File: config.mk
export PLATFORM = sky130hd
export DESIGN_NAME = lcd_spi_cmd_seq
export DESIGN_NICKNAME = d
export VERILOG_FILES = /design/src/rtl/lcd_spi_cmd_seq_pkg.sv /design/src/rtl/lcd_spi_cmd_rom.sv /design/src/rtl/lcd_spi_cmd_seq.sv
export SDC_FILE = /design/constraint.sdc
export NUM_CORES = 1
export LEC_CHECK = 0
export CAP_MARGIN = 10
export CORE_ASPECT_RATIO = 0.9
export CORE_MARGIN = 2
export CORE_UTILIZATION = 45
export DETAILED_ROUTE_END_ITERATION = 8
export PLACE_DENSITY = 0.92
export SETUP_SLACK_MARGIN = 0.5
export SYNTH_ARGS = -nofsm -noshare
export SYNTH_HDL_FRONTEND = slang
export SYNTH_SLANG_ARGS = --single-unit
File: constraint.sdc
create_clock -name clk_i -period 3.4 [get_ports clk_i]
set_input_delay 0.51 -clock clk_i [delete_from_list [all_inputs] [get_ports clk_i]]
set_output_delay 0.51 -clock clk_i [all_outputs]
set_load 0.03 [all_outputs]
File: src/rtl/lcd_spi_cmd_seq_pkg.sv
// Shared types, register offsets and ROM images for the LCD command sequencer.
package lcd_spi_cmd_seq_pkg;

  typedef enum logic [1:0] {
    OpCmd   = 2'd0,
    OpData  = 2'd1,
    OpDelay = 2'd2,
    OpEnd   = 2'd3
  } op_e;

  typedef struct packed {
    op_e        op;
    logic [7:0] arg;
  } cmd_entry_t;

  localparam logic [31:0] SPI_TX_OFFSET     = 32'h0;
  localparam logic [31:0] SPI_STATUS_OFFSET = 32'h4;

  typedef enum logic [3:0] {
    StIdle,
    StFetch,
    StPollReq,
    StPollWait,
    StWrReq,
    StWrWait,
    StDrain,
    StDelay,
    StDone
  } state_e;

  // What DRAIN hands over to once the line is quiet.
  typedef enum logic [1:0] {
    PendByte,
    PendDelay,
    PendDone
  } pend_e;

  // Image 0: column-address window set. Image 1: wake/display-on stream with
  // delays and no END, so it finishes by running off the last entry.
  function automatic cmd_entry_t default_rom(int unsigned image, int unsigned idx);
    cmd_entry_t e;
    e = '{op: OpEnd, arg: 8'h00};
    if (image == 0) begin
      case (idx)
        0:       e = '{op: OpCmd,  arg: 8'h2A};
        1:       e = '{op: OpData, arg: 8'h00};
        2:       e = '{op: OpData, arg: 8'h10};
        default: e = '{op: OpEnd,  arg: 8'h00};
      endcase
    end else begin
      case (idx)
        0:       e = '{op: OpCmd,   arg: 8'h11};
        1:       e = '{op: OpDelay, arg: 8'd3};
        2:       e = '{op: OpDelay, arg: 8'd0};
        3:       e = '{op: OpData,  arg: 8'h55};
        4:       e = '{op: OpCmd,   arg: 8'h29};
        default: e = '{op: OpData,  arg: 8'(idx)};
      endcase
    end
    return e;
  endfunction

endpackage

File: src/rtl/lcd_spi_cmd_rom.sv
// Constant command ROM with a registered read port (one cycle of latency).
module lcd_spi_cmd_rom
  import lcd_spi_cmd_seq_pkg::*;
#(
  parameter int unsigned ROM_DEPTH = 64,
  parameter int unsigned ROM_IMAGE = 0
) (
  input  logic                         clk_i,
  input  logic [$clog2(ROM_DEPTH)-1:0] addr_i,
  output logic [9:0]                   data_o
);

  logic [9:0] rom [ROM_DEPTH];
  logic [9:0] data_q;

  for (genvar i = 0; i < ROM_DEPTH; i++) begin : g_rom
    assign rom[i] = default_rom(ROM_IMAGE, i);
  end

  always_ff @(posedge clk_i) begin
    data_q <= rom[addr_i];
  end

  assign data_o = data_q;

endmodule

File: src/rtl/lcd_spi_cmd_seq.sv
// Walks the command ROM and pushes each byte into the SPI TX register, keeping
// LCD DC stable while bytes are in flight and inserting panel delays.
module lcd_spi_cmd_seq
  import lcd_spi_cmd_seq_pkg::*;
#(
  parameter int unsigned ROM_DEPTH    = 64,
  parameter logic [31:0] SPI_BASE     = 32'h0,
  parameter int unsigned DELAY_UNIT   = 1000,
  parameter int unsigned DRAIN_CYCLES = 4,
  parameter int unsigned ROM_IMAGE    = 0
) (
  input  logic        clk_i,
  input  logic        rst_ni,
  input  logic        start_i,
  output logic        busy_o,
  output logic        done_o,
  output logic        dev_req_o,
  output logic [31:0] dev_addr_o,
  output logic        dev_we_o,
  output logic [3:0]  dev_be_o,
  output logic [31:0] dev_wdata_o,
  input  logic        dev_rvalid_i,
  input  logic [31:0] dev_rdata_i,
  input  logic        spi_busy_i,
  output logic        lcd_dc_o,
  output logic        lcd_cs_o
);

  localparam int unsigned AW     = $clog2(ROM_DEPTH);
  localparam int unsigned DelayW = $clog2(255 * DELAY_UNIT + 1);
  localparam int unsigned DrainW = $clog2(DRAIN_CYCLES + 1);

  state_e            state_q, state_d;
  pend_e             pend_q, pend_d;
  logic [AW-1:0]     ptr_q, ptr_d;
  logic              dc_q, dc_d;
  logic              cs_q, cs_d;
  logic              pend_dc_q, pend_dc_d;
  logic [7:0]        arg_q, arg_d;
  logic [DrainW-1:0] drain_q, drain_d;
  logic [DelayW-1:0] delay_q, delay_d;

  logic [9:0]        rom_rdata;
  cmd_entry_t        entry;
  logic              last;
  logic              advance;
  logic              entry_dc;
  logic [DelayW-1:0] delay_load;
  logic              unused_rdata;

  // Address with the next pointer so the entry is valid during FETCH.
  lcd_spi_cmd_rom #(
    .ROM_DEPTH (ROM_DEPTH),
    .ROM_IMAGE (ROM_IMAGE)
  ) u_rom (
    .clk_i  (clk_i),
    .addr_i (ptr_d),
    .data_o (rom_rdata)
  );

  assign entry        = cmd_entry_t'(rom_rdata);
  assign entry_dc     = (entry.op == OpData);
  assign last         = (ptr_q == AW'(ROM_DEPTH - 1));
  assign delay_load   = DelayW'(arg_q) * DelayW'(DELAY_UNIT);
  assign unused_rdata = ^dev_rdata_i[31:1];

  always_comb begin
    state_d   = state_q;
    pend_d    = pend_q;
    ptr_d     = ptr_q;
    dc_d      = dc_q;
    cs_d      = cs_q;
    pend_dc_d = pend_dc_q;
    arg_d     = arg_q;
    drain_d   = drain_q;
    delay_d   = delay_q;
    advance   = 1'b0;

    unique case (state_q)
      StIdle: begin
        if (start_i) begin
          state_d = StFetch;
          ptr_d   = '0;
          cs_d    = 1'b0;
        end
      end
      StFetch: begin
        arg_d   = entry.arg;
        drain_d = '0;
        unique case (entry.op)
          OpCmd, OpData: begin
            if (entry_dc == dc_q) begin
              state_d = StPollReq;
            end else begin
              pend_d    = PendByte;
              pend_dc_d = entry_dc;
              state_d   = StDrain;
            end
          end
          OpDelay: begin
            pend_d  = PendDelay;
            state_d = StDrain;
          end
          default: begin
            pend_d  = PendDone;
            state_d = StDrain;
          end
        endcase
      end
      StPollReq: state_d = StPollWait;
      StPollWait: begin
        if (dev_rvalid_i) begin
          state_d = dev_rdata_i[0] ? StPollReq : StWrReq;
        end
      end
      StWrReq:  state_d = StWrWait;
      StWrWait: advance = dev_rvalid_i;
      StDrain: begin
        if (spi_busy_i) begin
          drain_d = '0;
        end else if (drain_q == DrainW'(DRAIN_CYCLES - 1)) begin
          unique case (pend_q)
            PendByte: begin
              dc_d    = pend_dc_q;
              state_d = StPollReq;
            end
            PendDelay: begin
              if (arg_q == 8'd0) begin
                advance = 1'b1;
              end else begin
                delay_d = delay_load - DelayW'(1);
                state_d = StDelay;
              end
            end
            default: state_d = StDone;
          endcase
        end else begin
          drain_d = drain_q + DrainW'(1);
        end
      end
      StDelay: begin
        if (delay_q == '0) begin
          advance = 1'b1;
        end else begin
          delay_d = delay_q - DelayW'(1);
        end
      end
      StDone: begin
        cs_d    = 1'b1;
        dc_d    = 1'b1;
        state_d = StIdle;
      end
      default: state_d = StIdle;
    endcase

    // Running off the last entry behaves as an implicit END; never wrap.
    if (advance) begin
      if (last) begin
        pend_d  = PendDone;
        drain_d = '0;
        state_d = StDrain;
      end else begin
        ptr_d   = ptr_q + AW'(1);
        state_d = StFetch;
      end
    end
  end

  always_ff @(posedge clk_i) begin
    if (!rst_ni) begin
      state_q   <= StIdle;
      pend_q    <= PendByte;
      ptr_q     <= '0;
      dc_q      <= 1'b1;
      cs_q      <= 1'b1;
      pend_dc_q <= 1'b0;
      arg_q     <= '0;
      drain_q   <= '0;
      delay_q   <= '0;
    end else begin
      state_q   <= state_d;
      pend_q    <= pend_d;
      ptr_q     <= ptr_d;
      dc_q      <= dc_d;
      cs_q      <= cs_d;
      pend_dc_q <= pend_dc_d;
      arg_q     <= arg_d;
      drain_q   <= drain_d;
      delay_q   <= delay_d;
    end
  end

  assign busy_o      = (state_q != StIdle) && (state_q != StDone);
  assign done_o      = (state_q == StDone);
  assign dev_req_o   = (state_q == StPollReq) || (state_q == StWrReq);
  assign dev_we_o    = (state_q == StWrReq);
  assign dev_be_o    = 4'b0001;
  assign dev_addr_o  = (state_q == StPollReq) ? SPI_BASE + SPI_STATUS_OFFSET :
                       (state_q == StWrReq)   ? SPI_BASE + SPI_TX_OFFSET     : 32'h0;
  assign dev_wdata_o = (state_q == StWrReq) ? {24'h0, arg_q} : 32'h0;
  assign lcd_dc_o    = dc_q;
  assign lcd_cs_o    = cs_q;

endmodule

==> impl_metrics.json <==
{
  "drt_pass1_iterations": 5,
  "drt-initial-drc-count": 207,
  "cp-end-kind": "output port",
  "async_reset_ff_share_pct": 0,
  "post-route-period-util_pct": 81.1,
  "antenna_found_initial": 0,
  "period_minus_slack_ns": 2.76,
  "ios": 111,
  "n_antenna_cell": 0,
  "num_rows": 29,
  "fin_skew_ns": 0.0121,
  "clkLatencyLatePin_ns": 0.32,
  "synth_ff_type": "dfxtp_1",
  "cts_buffers": 5,
  "finalSetupViolations": 0,
  "drcViolationCount": 0,
  "ys_ff_latch": 42,
  "busiest_layer": "met2",
  "finalCoreUtilization_pct": 47.0,
  "hp-class": "flop to flop",
  "synth_edf_count": 0,
  "drt-total-wl_microns": 7410,
  "critPathRequiredTime_ns": 2.89,
  "syn-instance-count": 422,
  "synth_area_sq_um": 3200,
  "crit_slowest_cell": "dfxtp_1",
  "root_buffer": "clkbuf_8",
  "combinationalPowerShare_pct": 43.4,
  "grt_pass1_vias": 2758,
  "hold-worst-slack_ns": 0.461,
  "syn_area_per_cell_sq_um": 7.58,
  "io_buffers": 16,
  "start_util_pct": 45.9,
  "via_per_inst": 5.64,
  "yosysSeqAreaShare_pct": 26.3,
  "worst-setup-path-type": "flop to output port",
  "p_int_mw": 0.957,
  "p_clk_share_pct": 19.9,
  "rsz0062_at_grt": "yes",
  "status": "complete, no violations",
  "tns_ns": 0,
  "globalRouteMet2Util_pct": 31.9,
  "power.density_nw_per_um2": 537,
  "critPathLaunchType": "flop",
  "use_met3_pct": 3.88,
  "clock_sinks": 42,
  "ir_drop_uv": 655,
  "p_seq_share_pct": 36.8,
  "worstPathCellList": "nand2b_1 > nor3_1 > or2_2 > clkdlybuf4s50_1",
  "crit_fanout": 18,
  "die_y_microns": 84.0,
  "report.final.slew_viol_count": 0,
  "cap_violations": 0,
  "switchingPower_mw": 0.803,
  "total_leakage_power_nw": 1.34,
  "fin_nets": 475,
  "core_area_sq_um": 6970,
  "postCtsSetupBuffers": 0,
  "htreeDepth": 2,
  "antenna_left": 0,
  "post_cts_resized": 0,
  "cts-hold-fix-buffers": 0,
  "ys_types": 60,
  "max_slew_margin_pct": 38.3,
  "grt_overflow": 0,
  "grt_max_degree": 21,
  "grt_pass1_wl_microns": 12400,
  "track_usage_pct": 19.2,
  "clockBufferDepth": 2,
  "die_w_microns": 92.8,
  "worst_pin_slew_ns": 0.922,
  "area_delta_synth_final_pct": 2.43,
  "wl_per_cell_microns": 14.2,
  "vias": 2943,
  "ys_warn_count": 0,
  "cts_tree": "done",
  "path_clk_slew_ns": 0.09,
  "drive_gt1_share_pct": 7.46,
  "arrival_ns": 2.25,
  "p_sw_share_pct": 45.6,
  "finalHoldViolCount": 0,
  "fillCellCount": 718,
  "grtUsageMet1_pct": 23.6,
  "die-area_sq_um": 7800,
  "max_stage_delay_ns": 0.69,
  "power.total_mw": 1.76,
  "place_congestion": 0.863,
  "hpwl_microns": 5220,
  "fmax_ghz": 0.363
}
==> layout by cell type, fill, tap and decap left out, drive strengths merged, types with 3 or more instances in the layout <==
cell type and instances:
a22oi 4, a21oi 35, and3 5, nor3 16, nor2b 3, nand4 3
o31ai 4, a31oi 7, nand3 11, buf 7, nor2 42, clkbuf 5
and2 4, nor4 8, ha 10, conb 63, xnor2 4, or3 3
clkdlybuf4s50 16, nand2 30, nor4b 5, o221a 5, o21a 3, inv 16
nand3b 3, dfxtp 42, o21ai 32, nor3b 3, nand2b 5
==> synthesized netlist by cell type (2+ instances only) <==
cell type  count  area [sq um]
a211oi_1       2          15.0
a21oi_1       35           175
a22oi_1        4          30.0
a31oi_1        7          43.8
and2_1         4          25.0
and3_1         5          31.3
and3b_1        2          17.5
and4b_1        2          20.0
buf_2          2          10.0
buf_4         65           488
buf_6          2          22.5
clkbuf_1      16          60.1
conb_1         2          7.51
dfxtp_1       42           841
ha_1          10           125
inv_1         15          56.3
mux2_2         2          22.5
nand2_1       30           113
nand2b_1       5          31.3
nand3_1       11          55.1
nand3b_1       3          22.5
nand4_1        3          18.8
nand4b_1       2          17.5
nor2_1        42           158
nor2b_1        3          18.8
nor3_1        16          80.1
nor3b_1        3          22.5
nor4_1         7          43.8
nor4b_1        3          26.3
nor4b_2        2          30.0
o21a_1         3          22.5
o21ai_0       30           150
o221a_2        4          45.0
o22ai_1        2          12.5
o31a_1         2          17.5
o31ai_1        4          30.0
or3_1          3          18.8
or4_1          2          15.0
xnor2_1        4          35.0
==> cells by family after synthesis <==
kind of cell | synth area share, %
AOI/OAI and AO/OA | 22.7
xor gates and xnor gates | 1.37
adders and majority gates | 3.91
buffers and inverters | 19.9
DFF | 26.3
muxes | 0.704
other | 0.235
and+or+nand+nor | 24.8
==> cell type report <==
class / count / area (sq um) / area share [%]
Clock inverter: 3 / 23.8 / 0.726
Multi-Input combinational cell: 341 / 1950 / 59.7
Inverter: 15 / 56.3 / 1.72
Clock buffer: 5 / 68.8 / 2.10
Tap cell: 93 / 116 / 3.55
Timing Repair Buffer: 23 / 213 / 6.50
Sequential cell: 42 / 842 / 25.7
==> flip-flops by register name, summed over array words and instances, names as in the netlist <==
name          count
delay_q          18
ptr_q             6
state_q           4
u_rom.data_o      4
drain_q           3
arg_q             2
pend_q            2
lcd_cs_o          1
lcd_dc_o          1
pend_dc_q         1
==> final timing paths <==
kind               from           to  slack, ns  depth (start not counted)
max reg2reg  state_q[0]  delay_q[14]       0.80                          7
max          state_q[1]    dev_req_o       0.64                          4
min reg2reg  drain_q[2]   drain_q[2]       0.46                          2
min          drain_q[2]   drain_q[2]       0.46                          2
==> power by group through the flow <==
stage / clock (mW) / combinational [mW] / sequential [mW]
finish: 0.349 / 0.764 / 0.647
global route: 0.373 / 0.835 / 0.659
CTS: 0.351 / 0.753 / 0.642
detailed placement: 0 / 0.748 / 0.653
global placement: 0 / 0.722 / 0.647
floorplan: 0 / 0.685 / 0.580
==> metrics by stage <==
step / cells / area (sq um) / setup WS, ns
final: 522 / 3270 / 0.643
after CTS: 522 / 3270 / 0.531
after detailed placement: 514 / 3170 / 0.679
after global routing: 522 / 3270 / 0.499
after global placement: 514 / 3170 / 0.796
after floorplan: 483 / 3430 / 0.704
==> routing by layer <==
metal  vias to the layer above  wire length, microns
met5                         -                     0
li1                       1384                     -
met3                        21                   597
met4                         0                   176
met1                      1381                  3070
met2                       157                  3560
==> worst max-delay path, delay by kind of cell, from the launching register on <==
kind,cells,cell delay (ns)
flops,1,0.69
simple gates,3,0.64
buf+inv,1,0.60
No activity file was read; power rests on OpenSTA's default activity.
